<file path="src/rtl/tone_pkg.sv">
// Shared note codes and default half-period dividers, common to the tone
// generator and the tone detector.
package tone_pkg;

  localparam int CW = 17;

  // Half-periods in CLOCK_50 cycles for the three supported notes
  localparam int DIV_DO = 47778;
  localparam int DIV_RE = 42565;
  localparam int DIV_MI = 37922;

  typedef enum logic [1:0] {
    NOTE_NONE = 2'b00,
    NOTE_DO   = 2'b01,
    NOTE_RE   = 2'b10,
    NOTE_MI   = 2'b11
  } note_t;

  typedef enum logic {
    ST_SILENT = 1'b0,
    ST_TRACK  = 1'b1
  } det_state_t;

endpackage

</file>
<file path="src/rtl/tone_detector_sync_edge.sv">
// Two-flop synchronizer plus one delay flop; pulses edge_det for one cycle on
// every rising or falling transition of the asynchronous input.
module sync_edge (
  input  logic clk,
  input  logic rst_n,
  input  logic din,
  output logic edge_det
);

  logic s1;
  logic s2;
  logic s3;

  always_ff @(posedge clk or negedge rst_n) begin
    if (!rst_n) begin
      s1 <= 1'b0;
      s2 <= 1'b0;
      s3 <= 1'b0;
    end else begin
      s1 <= din;
      s2 <= s1;
      s3 <= s2;
    end
  end

  assign edge_det = s2 ^ s3;

endmodule

</file>
<file path="src/rtl/tone_detector.sv">
// Measures half-periods of a square-wave tone, classifies them as do/re/mi,
// and reports a note once STABLE consecutive classifications agree.
module tone_detector #(
  parameter int DIV_DO  = tone_pkg::DIV_DO,
  parameter int DIV_RE  = tone_pkg::DIV_RE,
  parameter int DIV_MI  = tone_pkg::DIV_MI,
  parameter int TOL     = 1000,
  parameter int STABLE  = 4,
  parameter int TIMEOUT = 100000,
  parameter int CW      = tone_pkg::CW
) (
  input  logic          CLOCK_50,
  input  logic          resetn,
  input  logic          tone_in,
  output logic [1:0]    note,
  output logic          note_valid,
  output logic          note_change,
  output logic [CW-1:0] half_period
);

  import tone_pkg::*;

  localparam int RW = 4;

  localparam logic [CW-1:0] TIMEOUT_C = CW'(TIMEOUT);
  localparam logic [CW-1:0] DIV_DO_C  = CW'(DIV_DO);
  localparam logic [CW-1:0] DIV_RE_C  = CW'(DIV_RE);
  localparam logic [CW-1:0] DIV_MI_C  = CW'(DIV_MI);
  localparam logic [CW:0]   TOL_C     = (CW+1)'(TOL);
  localparam logic [RW-1:0] STABLE_C  = RW'(STABLE);

  // One bit of headroom keeps the difference from wrapping
  function automatic logic [CW:0] abs_diff(input logic [CW-1:0] a,
                                           input logic [CW-1:0] b);
    logic signed [CW:0] d;
    d = $signed({1'b0, a}) - $signed({1'b0, b});
    return (d < 0) ? $unsigned(-d) : $unsigned(d);
  endfunction

  function automatic logic [CW-1:0] sat_cnt(input logic [CW-1:0] v);
    return (v >= TIMEOUT_C) ? TIMEOUT_C : v + CW'(1);
  endfunction

  function automatic logic [RW-1:0] sat_run(input logic [RW-1:0] r);
    return (r >= STABLE_C) ? STABLE_C : r + RW'(1);
  endfunction

  function automatic note_t classify(input logic [CW-1:0] m);
    if (abs_diff(m, DIV_DO_C) <= TOL_C) return NOTE_DO;
    else if (abs_diff(m, DIV_RE_C) <= TOL_C) return NOTE_RE;
    else if (abs_diff(m, DIV_MI_C) <= TOL_C) return NOTE_MI;
    else return NOTE_NONE;
  endfunction

  det_state_t    state_q, state_d;
  logic [CW-1:0] cnt_q, cnt_d;
  logic [RW-1:0] run_q, run_d;
  note_t         cand_q, cand_d;

  note_t         note_p1, note_d;
  logic          note_vld_p1, note_vld_d;
  logic          chg_p1, chg_d;
  logic [CW-1:0] hp_p1, hp_d;

  logic          edge_p0;
  logic [CW-1:0] meas_p0;
  note_t         cls_p0;
  note_t         cand_upd;
  logic [RW-1:0] run_upd;

  sync_edge u_sync_edge (
    .clk      (CLOCK_50),
    .rst_n    (resetn),
    .din      (tone_in),
    .edge_det (edge_p0)
  );

  // Stage p0: measurement and classification of the edge in flight
  assign meas_p0 = cnt_q;
  assign cls_p0  = classify(meas_p0);

  always_comb begin
    state_d  = state_q;
    cnt_d    = cnt_q;
    run_d    = run_q;
    cand_d   = cand_q;
    note_d   = note_p1;
    chg_d    = 1'b0;
    hp_d     = hp_p1;
    cand_upd = cand_q;
    run_upd  = run_q;

    unique case (state_q)
      ST_SILENT: begin
        cnt_d = '0;
        if (edge_p0) begin
          state_d = ST_TRACK;
          cnt_d   = CW'(1);
        end
      end
      ST_TRACK: begin
        if (edge_p0) begin
          cnt_d = CW'(1);
          hp_d  = meas_p0;
          if (cls_p0 == cand_q) begin
            run_upd = sat_run(run_q);
          end else begin
            cand_upd = cls_p0;
            run_upd  = RW'(1);
          end
          cand_d = cand_upd;
          run_d  = run_upd;
          if (run_upd == STABLE_C && cand_upd != note_p1) begin
            note_d = cand_upd;
            chg_d  = 1'b1;
          end
        end else if (cnt_q == TIMEOUT_C) begin
          // Silence: drop back and forget the partial run
          state_d = ST_SILENT;
          cnt_d   = '0;
          cand_d  = NOTE_NONE;
          run_d   = '0;
          if (note_p1 != NOTE_NONE) begin
            note_d = NOTE_NONE;
            chg_d  = 1'b1;
          end
        end else begin
          cnt_d = sat_cnt(cnt_q);
        end
      end
      default: state_d = ST_SILENT;
    endcase

    note_vld_d = (note_d != NOTE_NONE);
  end

  // Stage p1: registered control state and outputs
  always_ff @(posedge CLOCK_50 or negedge resetn) begin
    if (!resetn) begin
      state_q     <= ST_SILENT;
      cnt_q       <= '0;
      run_q       <= '0;
      cand_q      <= NOTE_NONE;
      note_p1     <= NOTE_NONE;
      note_vld_p1 <= 1'b0;
      chg_p1      <= 1'b0;
      hp_p1       <= '0;
    end else begin
      state_q     <= state_d;
      cnt_q       <= cnt_d;
      run_q       <= run_d;
      cand_q      <= cand_d;
      note_p1     <= note_d;
      note_vld_p1 <= note_vld_d;
      chg_p1      <= chg_d;
      hp_p1       <= hp_d;
    end
  end

  assign note        = note_p1;
  assign note_valid  = note_vld_p1;
  assign note_change = chg_p1;
  assign half_period = hp_p1;

endmodule

</file>
<file path="config.mk">
export PLATFORM = sky130hd
export DESIGN_NAME = tone_detector
export DESIGN_NICKNAME = d
export VERILOG_FILES = /design/src/rtl/tone_pkg.sv /design/src/rtl/tone_detector_sync_edge.sv /design/src/rtl/tone_detector.sv
export SDC_FILE = /design/constraint.sdc
export NUM_CORES = 1
export LEC_CHECK = 0
export ABC_CLOCK_PERIOD_IN_PS = 4600
export CORE_MARGIN = 2
export CORE_UTILIZATION = 25
export DETAILED_ROUTE_END_ITERATION = 7
export DONT_BUFFER_PORTS = 1
export PLACE_DENSITY = 0.34
export SLEW_MARGIN = 25
export SYNTH_ARGS = -nofsm -noshare
export SYNTH_HDL_FRONTEND = slang
export SYNTH_SLANG_ARGS = --single-unit
</file>
<file path="constraint.sdc">
create_clock -name CLOCK_50 -period 4.6 [get_ports CLOCK_50]
set_input_delay 0.92 -clock CLOCK_50 [delete_from_list [all_inputs] [get_ports CLOCK_50]]
set_output_delay 0.92 -clock CLOCK_50 [all_outputs]
set_load 0.03 [all_outputs]
</file>
Word level (Yosys, flattened, before mapping)
Index checks and enable logic that the tools add are counted.
W data, S select, Z words.
{"block": "totals", "rom_bits": 0, "regBits": 48, "in_bits": 3, "latch_bits": 0, "n_memories": 0, "mem_bits_rw": 0}
{"block": "op_classes", "eq_ne": 4, "n_addsub": 8, "mul": 0, "n_lt_le_gt_ge": 8, "bitwise": 2, "n_reduce_logical": 6, "mux": 36, "shift": 0, "n_div": 0}
{"cell": "$le A18 B10 Y1 const B", "count": 3}
{"cell": "$lt A18 B1 Y1 const B", "count": 3}
{"cell": "$mux W18", "count": 3}
{"cell": "$neg A18 Y18", "count": 3}
{"cell": "$sub A17 B16 Y18 const B", "count": 3}
{"cell": "$mux W17", "count": 3}
{"cell": "$pmux W17 S2", "count": 1}
{"cell": "$mux W2", "count": 13}
{"cell": "$mux W4", "count": 6}
{"cell": "$add A17 B1 Y17 const B", "count": 1}
{"cell": "$eq A17 B17 Y1 const B", "count": 1}
{"cell": "$ge A17 B17 Y1 const B", "count": 1}
{"cell": "$mux W1", "count": 9}
{"cell": "$reduce_bool A2 Y1", "count": 3}
{"cell": "$add A4 B1 Y4 const B", "count": 1}
{"cell": "$eq A4 B3 Y1 const B", "count": 1}
{"cell": "$ge A4 B3 Y1 const B", "count": 1}
{"cell": "$reduce_and A2 Y1", "count": 2}
{"cell": "$eq A2 B2 Y1", "count": 1}
{"cell": "$ne A2 B2 Y1", "count": 1}
{"cell": "$pmux W1 S2", "count": 1}
{"cell": "$logic_and A1 B1 Y1", "count": 1}
{"cell": "$not A1 Y1", "count": 1}
{"cell": "$xor A1 B1 Y1", "count": 1}

Depth between registers and ports, before layout
Gate-level depths: netlist of the first run.
{"block": "logic_depth", "ltp_word": 17, "mapped_depth": 16}

By module
A second synthesis of the first run with hierarchy kept.
{"block": "hier_totals", "hier_cells": 606, "area_unflattened_um2": 4631.9}
{"mod": "tone_detector", "area_per_inst_um2": 4548.1, "seq_area_each_um2": 1126.1, "n_inst": 1, "cells_each": 602}
{"mod": "sync_edge", "area_per_inst_um2": 83.8, "seq_area_each_um2": 75.1, "n_inst": 1, "cells_each": 4}

Worst setup path after synthesis of the first run
Ideal clock, no wire load.
{"block": "synth_path", "path_type": "register to register", "from": "register cnt_q[1]", "to": "register note_p1[1] (netlist: note[1])", "period_less_slack_ps": 4080, "required_time_ps": 4496, "arrival_time_ps": 3976, "stages_incl_launch_ff": 15, "setup_slack_ps": 520, "cell_sequence": "dfrtp_1 > buf_2 > inv_1 > ha_1 > a21oi_1 > xnor2_1 > nand3_1 > a2111oi_2 > xor2_1 > o32a_1 > a311oi_1 > a21boi_1 > or4_4 > a2111o_1 > o311ai_1"}
{"block": "synth_between", "elab_chain_len": 16, "elab_cells_between_ends": 33, "classes_between": "6 x add/sub; 6 x order compare; 4 x eq/ne; 16 x mux; 1 x reduce/logical"}
{"element": "start: declaration", "line_no": "tone_detector.sv:56", "source": "logic [CW-1:0] cnt_q, cnt_d;"}
{"element": "start signal: assignment", "line_no": "tone_detector.sv:150", "source": "cnt_q <= cnt_d;"}
{"element": "$sub A17 B16 Y18", "line_no": "tone_detector.sv:36", "source": "d = $signed({1'b0, a}) - $signed({1'b0, b});"}
{"element": "$neg A18 Y18 / $lt A18 B1 Y1 (equally long branches)", "line_no": "tone_detector.sv:37", "source": "return (d < 0) ? $unsigned(-d) : $unsigned(d);"}
{"element": "$mux W18", "line_no": "tone_detector.sv:37"}
{"element": "$le A18 B10 Y1", "line_no": "tone_detector.sv:51", "source": "else if (abs_diff(m, DIV_MI_C) <= TOL_C) return NOTE_MI;"}
{"element": "$mux W2", "line_no": "tone_detector.sv:51"}
{"element": "$mux W2", "line_no": "tone_detector.sv:50", "source": "else if (abs_diff(m, DIV_RE_C) <= TOL_C) return NOTE_RE;"}
{"element": "$mux W2", "line_no": "tone_detector.sv:49", "source": "if (abs_diff(m, DIV_DO_C) <= TOL_C) return NOTE_DO;"}
{"element": "$eq A2 B2 Y1", "line_no": "tone_detector.sv:105", "source": "if (cls_p0 == cand_q) begin"}
{"element": "$mux W4 / $mux W2 (equally long branches)", "line_no": "tone_detector.sv:105"}
{"element": "$mux W4 / $mux W2 (equally long branches)", "line_no": "tone_detector.sv:102", "source": "if (edge_p0) begin"}
{"element": "$mux W4 / $mux W2 (equally long branches)", "line_no": "tone_detector.sv:93", "source": "unique case (state_q)"}
{"element": "$eq A4 B3 Y1 / $ne A2 B2 Y1 (equally long branches)", "line_no": "tone_detector.sv:113", "source": "if (run_upd == STABLE_C && cand_upd != note_p1) begin"}
{"element": "$logic_and A1 B1 Y1", "line_no": "tone_detector.sv:113"}
{"element": "$mux W2", "line_no": "tone_detector.sv:113"}
{"element": "$mux W2 (*)", "line_no": "tone_detector.sv:102"}
{"element": "$mux W2 (*)", "line_no": "tone_detector.sv:93"}
{"element": "via note_d[1]", "line_no": "tone_detector.sv:60", "source": "note_t note_p1, note_d;"}
{"element": "end signal: assignment", "line_no": "tone_detector.sv:153", "source": "note_p1 <= note_d;"}
{"element": "end: declaration", "line_no": "tone_detector.sv:60"}
The timed path passes the listed nets; every way through them passes the cells marked *. The select of a mux whose other input is x is not followed.
A chain may end at the register's enable or synchronous reset.

Final worst setup path of the first run
{"block": "layout_path", "from": "register cnt_q[3]", "to": "register note_p1[1] (netlist: note[1])"}
Same word-level chain as after synthesis.

==> impl_metrics.csv, run 1 <==
group,metric,value,unit
power,powerDensity,240,mW/mm²
setup_path,critical_path_arrival,4.51,ns
run_status,status,"complete, no violations",
placed_design,dpl.cell_count,932,
placed_design,portBuffers,0,
global_route,antenna_found_initial,0,
final_layout,design_area,0.00574,mm²
sta,slew_viol_final,0,
placed_design,gp_congestion,0.916,
setup_path,crit_fanout,12,
final_layout,final_cell_count_no_fill,942,
final_layout,antenna_cells,0,
setup_path,crit_path_end_kind,"flop",
routing,drt_iter0_markers,407,
synthesis,ys_seq_area_share,24.1,%
final_layout,area_delta_synth_final,14.9,%
die,row_count,51,
setup_path,crit_top_cell,"buf_4",
setup_path,startpoint,"cnt_q[3]$_DFF_PN0_",
synthesis,ys_warn_count,0,
sta,fmax,0.232,GHz
die,core,0.0195,mm²
final_layout,drive_gt1_share,15.1,%
final_layout,fin_nets,689,
global_route,grt-ovfl-total,0,
sta,setup_tns,0,ns
sta,slew_headroom,41.1,%
routing,routed_wirelength,18600,µm
routing,viasPerCell,5.46,
sta,hold_violations,0,
die,fp.dieH,145,µm
setup_path,rr_endpoint,"note[1]$_DFF_PN0_",
global_route,track_usage,17.6,%
routing,drcViolationCount,0,
final_layout,n_fill_cell,2166,
setup_path,reg2reg_slack,0.29,ns
synthesis,synth_top_cell_by_area,"dfrtp_1",
cts,clock_path_buffers,2,
sta,grt_setup_unrepaired,"no",
sta,period_share,93.8,%
setup_path,cp.required,4.79,ns
sta,worst_slew_pin_slew,0.878,ns
cts,cts_tree,"done",
power,vdd_drop_max,0.000144,V
setup_path,endpoint,"note[1]$_DFF_PN0_",
setup_path,crit_type,"reg2reg",
synthesis,netlist.area_leader.share,24.1,%
flow_run,drv_cap,0,
global_route,grt_pass1_wl,29600,µm
synthesis,syn-cell-area,0.00499,mm²
routing,routed-via-count,5140,
die,die_w,145,µm
die,io_pins,24,
cts,numCtsBuffers,5,
cts,clkLatencyLatePin,0.30,ns
placed_design,dpl.hpwl,14600,µm
synthesis,async_flop_share,100,%
die,initial_core_util,25.6,%
sta,skew,0.00855,ns
setup_path,crit_chain,"buf_4 > nor3_2 > o22ai_2 > buf_4 > o21ai_1 > a221oi_2 > nand2b_1 > o32a_1 > a311oi_1 > buf_4 > a21boi_1 > or4_4 > a2111o_1 > o311ai_1",
setup_path,worst-r2r-cell-count,14,
synthesis,avgSynthCellArea,7.61,µm²
global_route,first_global_vias,5027,
cts,clkTransAtPathRegs,0.07,ns
synthesis,yosysUniqueCellTypes,93,
cts,clkSinkCount,48,
synthesis,synth_fp_nets,669,
routing,first_pass_iters,5,
synthesis,synth_seq_cells,48,
synthesis,synth_enable_flop_cells,0,
setup_path,cp-start-kind,"flop",
routing,antenna_left,0,
cts,cts_root_buf,"clkbuf_16",
sta,min_period,4.31,ns
global_route,grt_max_degree,49,
synthesis,synth.top_cells.by_area,"dfrtp_1 (24%), nand2_1 (6.0%), xnor2_1 (5.1%)",
synthesis,syn_inst,656,
power,leakagePower,2.16,nW
worst_hold_path,hold_class,"in2async",
synthesis,synthFlopType,"dfrtp_1",
sta,setup_viol,0,
cts,htreeDepth,2,
placed_design,placedInstanceArea,0.00554,mm²
setup_path,slowest_stage,"or4_4",
setup_path,r2r_start,"cnt_q[3]$_DFF_PN0_",
routing,avgRoutedWirePerCell,19.7,µm
setup_path,max_stage_delay,0.56,ns
die,die-area,0.0211,mm²
layout by cell type, fill, tap and decap left out, types with 4 or more instances in the layout:
cell type  Yosys  routed
a311o_1        4       4
clkbuf_16      0       5
a31oi_1        8       8
ha_1          10      10
nand3_1       26      26
nor2_1        58      58
or2_2          5       5
a211o_1        5       5
a21oi_1       38      37
a211oi_1       7       7
buf_4          2      55
and2_1         9       9
dfrtp_1       48      48
o31a_1         5       5
o22ai_1        5       4
nor4_1         9       9
xor2_1        11      11
o21ai_1        5       5
xnor2_1       29      29
nor3_1        22      22
nor2b_1       11      11
or3_1          9       9
o21a_1         4       4
o211ai_1       9       9
inv_1         12      12
nand2_1       80      80
nand2b_1      14      14
a21o_1         5       5
o21ai_0       44      44
nand4_1       16      16
a21boi_0       4       4
or4_1          4       4
cell type report:
| class | count | area (µm²) | share of cell area, % |
|---|---|---|---|
| Multi-Input combinational cell | 549 | 3560 | 62.0 |
| Sequential cell | 48 | 1200 | 20.9 |
| Inverter | 16 | 60.1 | 1.05 |
| Tap cell | 265 | 332 | 5.78 |
| Clock buffer | 6 | 139 | 2.42 |
| Timing Repair Buffer | 56 | 433 | 7.55 |
| Clock inverter | 2 | 15.0 | 0.262 |
cells by family (layout without fill, tap and decap cells):
| group | Yosys count | count (layout) | share of synthesized area (%) |
|---|---|---|---|
| AO/OA/AOI/OAI | 201 | 201 | 29.2 |
| XOR/XNOR | 41 | 41 | 7.35 |
| adder cells (fa/ha/maj) | 10 | 10 | 2.51 |
| buffers and inverters | 59 | 80 | 5.29 |
| flip-flops | 48 | 48 | 24.1 |
| multiplexers | 3 | 3 | 0.652 |
| AND/OR/NAND/NOR | 294 | 294 | 30.9 |
metal layers:
| layer | up-vias | global-route usage (%) | part of all wire [%] |
|---|---|---|---|
| met5 | - | 0 | 0 |
| met4 | 0 | 2.30 | 0.78 |
| met3 | 21 | 2.48 | 4.4 |
| met2 | 148 | 28.8 | 47 |
| met1 | 2502 | 25.1 | 48 |
| li1 | 2469 | - | - |
power by group:
| part | internal (mW) | leakage, nW | switching [mW] |
|---|---|---|---|
| Sequential | 0.449 | 0.645 | 0.0417 |
| Combinational | 0.187 | 1.45 | 0.305 |
| Clock | 0.217 | 0.0691 | 0.179 |
what timing repair did:
| item | 4_1_cts | 5_1_grt |
|---|---|---|
| endpoints found under the setup margin | 0 | 5 |
| hold buffers | 0 | 0 |
| buffers inserted | 0 | 2 |
| resized for setup | 0 | 4 |
worst max-delay path, delay by kind of cell (launching register included):
family,cells,cell delay [ns]
and+or+nand+nor,3,1.20
AOI/OAI and AO/OA,8,1.84
buffers and inverters,3,0.61
DFF,1,0.54
per-stage QoR:
step	hold WS, ns	worst slack (ns)	total power, mW	utilization (%)
after floorplan	0.331	0.520	0.835	-
after global placement	0.336	0.344	0.980	28.4
after detailed placement	0.339	0.241	0.981	28.4
after CTS	0.304	0.206	1.39	29.1
after global routing	0.300	0.0835	1.47	29.4
final	0.315	0.286	1.38	29.4
worst min path at each step:
stage	endpoint	slack [ns]	start	depth (start not counted)
floorplan	u_sync_edge.s2$_DFF_PN0_	0.33	u_sync_edge.s1$_DFF_PN0_	0
global route	note_valid$_DFF_PN0_	0.30	resetn	0
CTS	cnt_q[10]$_DFF_PN0_	0.30	resetn	0
global placement	u_sync_edge.s2$_DFF_PN0_	0.34	u_sync_edge.s1$_DFF_PN0_	0
detailed placement	u_sync_edge.s2$_DFF_PN0_	0.34	u_sync_edge.s1$_DFF_PN0_	0
finish	note_valid$_DFF_PN0_	0.31	resetn	0
synth_stat cells (all sizes together), types with 3 or more instances:
cell,instances
a21boi,6
a311o,4
a211o,5
o22ai,5
o21ai,49
a22o,3
ha,10
nand3,26
nor2,58
inv,14
a22oi,3
o31ai,4
or3,9
nand2,82
a21oi,38
o41ai,3
clkbuf,22
nand2b,14
a2111oi,4
nor4,12
dfrtp,48
a21o,5
buf,21
o211ai,9
and3,3
nand4,16
o311ai,6
o21a,4
a221oi,5
xor2,12
nand4b,3
nor2b,11
nor3,23
or2,8
nand3b,3
a31oi,8
a211oi,10
or4,7
and2,9
xnor2,29
o31a,5
sequential cells by signal (all words and copies together), names as in the netlist:
name,flops
note_change,1
u_sync_edge.s3,1
note_valid,1
note,2
cnt_q,17
half_period,17
u_sync_edge.s2,1
u_sync_edge.s1,1
state_q,1
cand_q,2
run_q,4
No activity file was read; power rests on OpenSTA's default activity.
==> run 2, diff against run 1 <==
- SETUP_SLACK_MARGIN: not set -> 0.1
==> results of run 2 <==
Same layout as run 1 (identical final DEF). Status: complete, no violations.
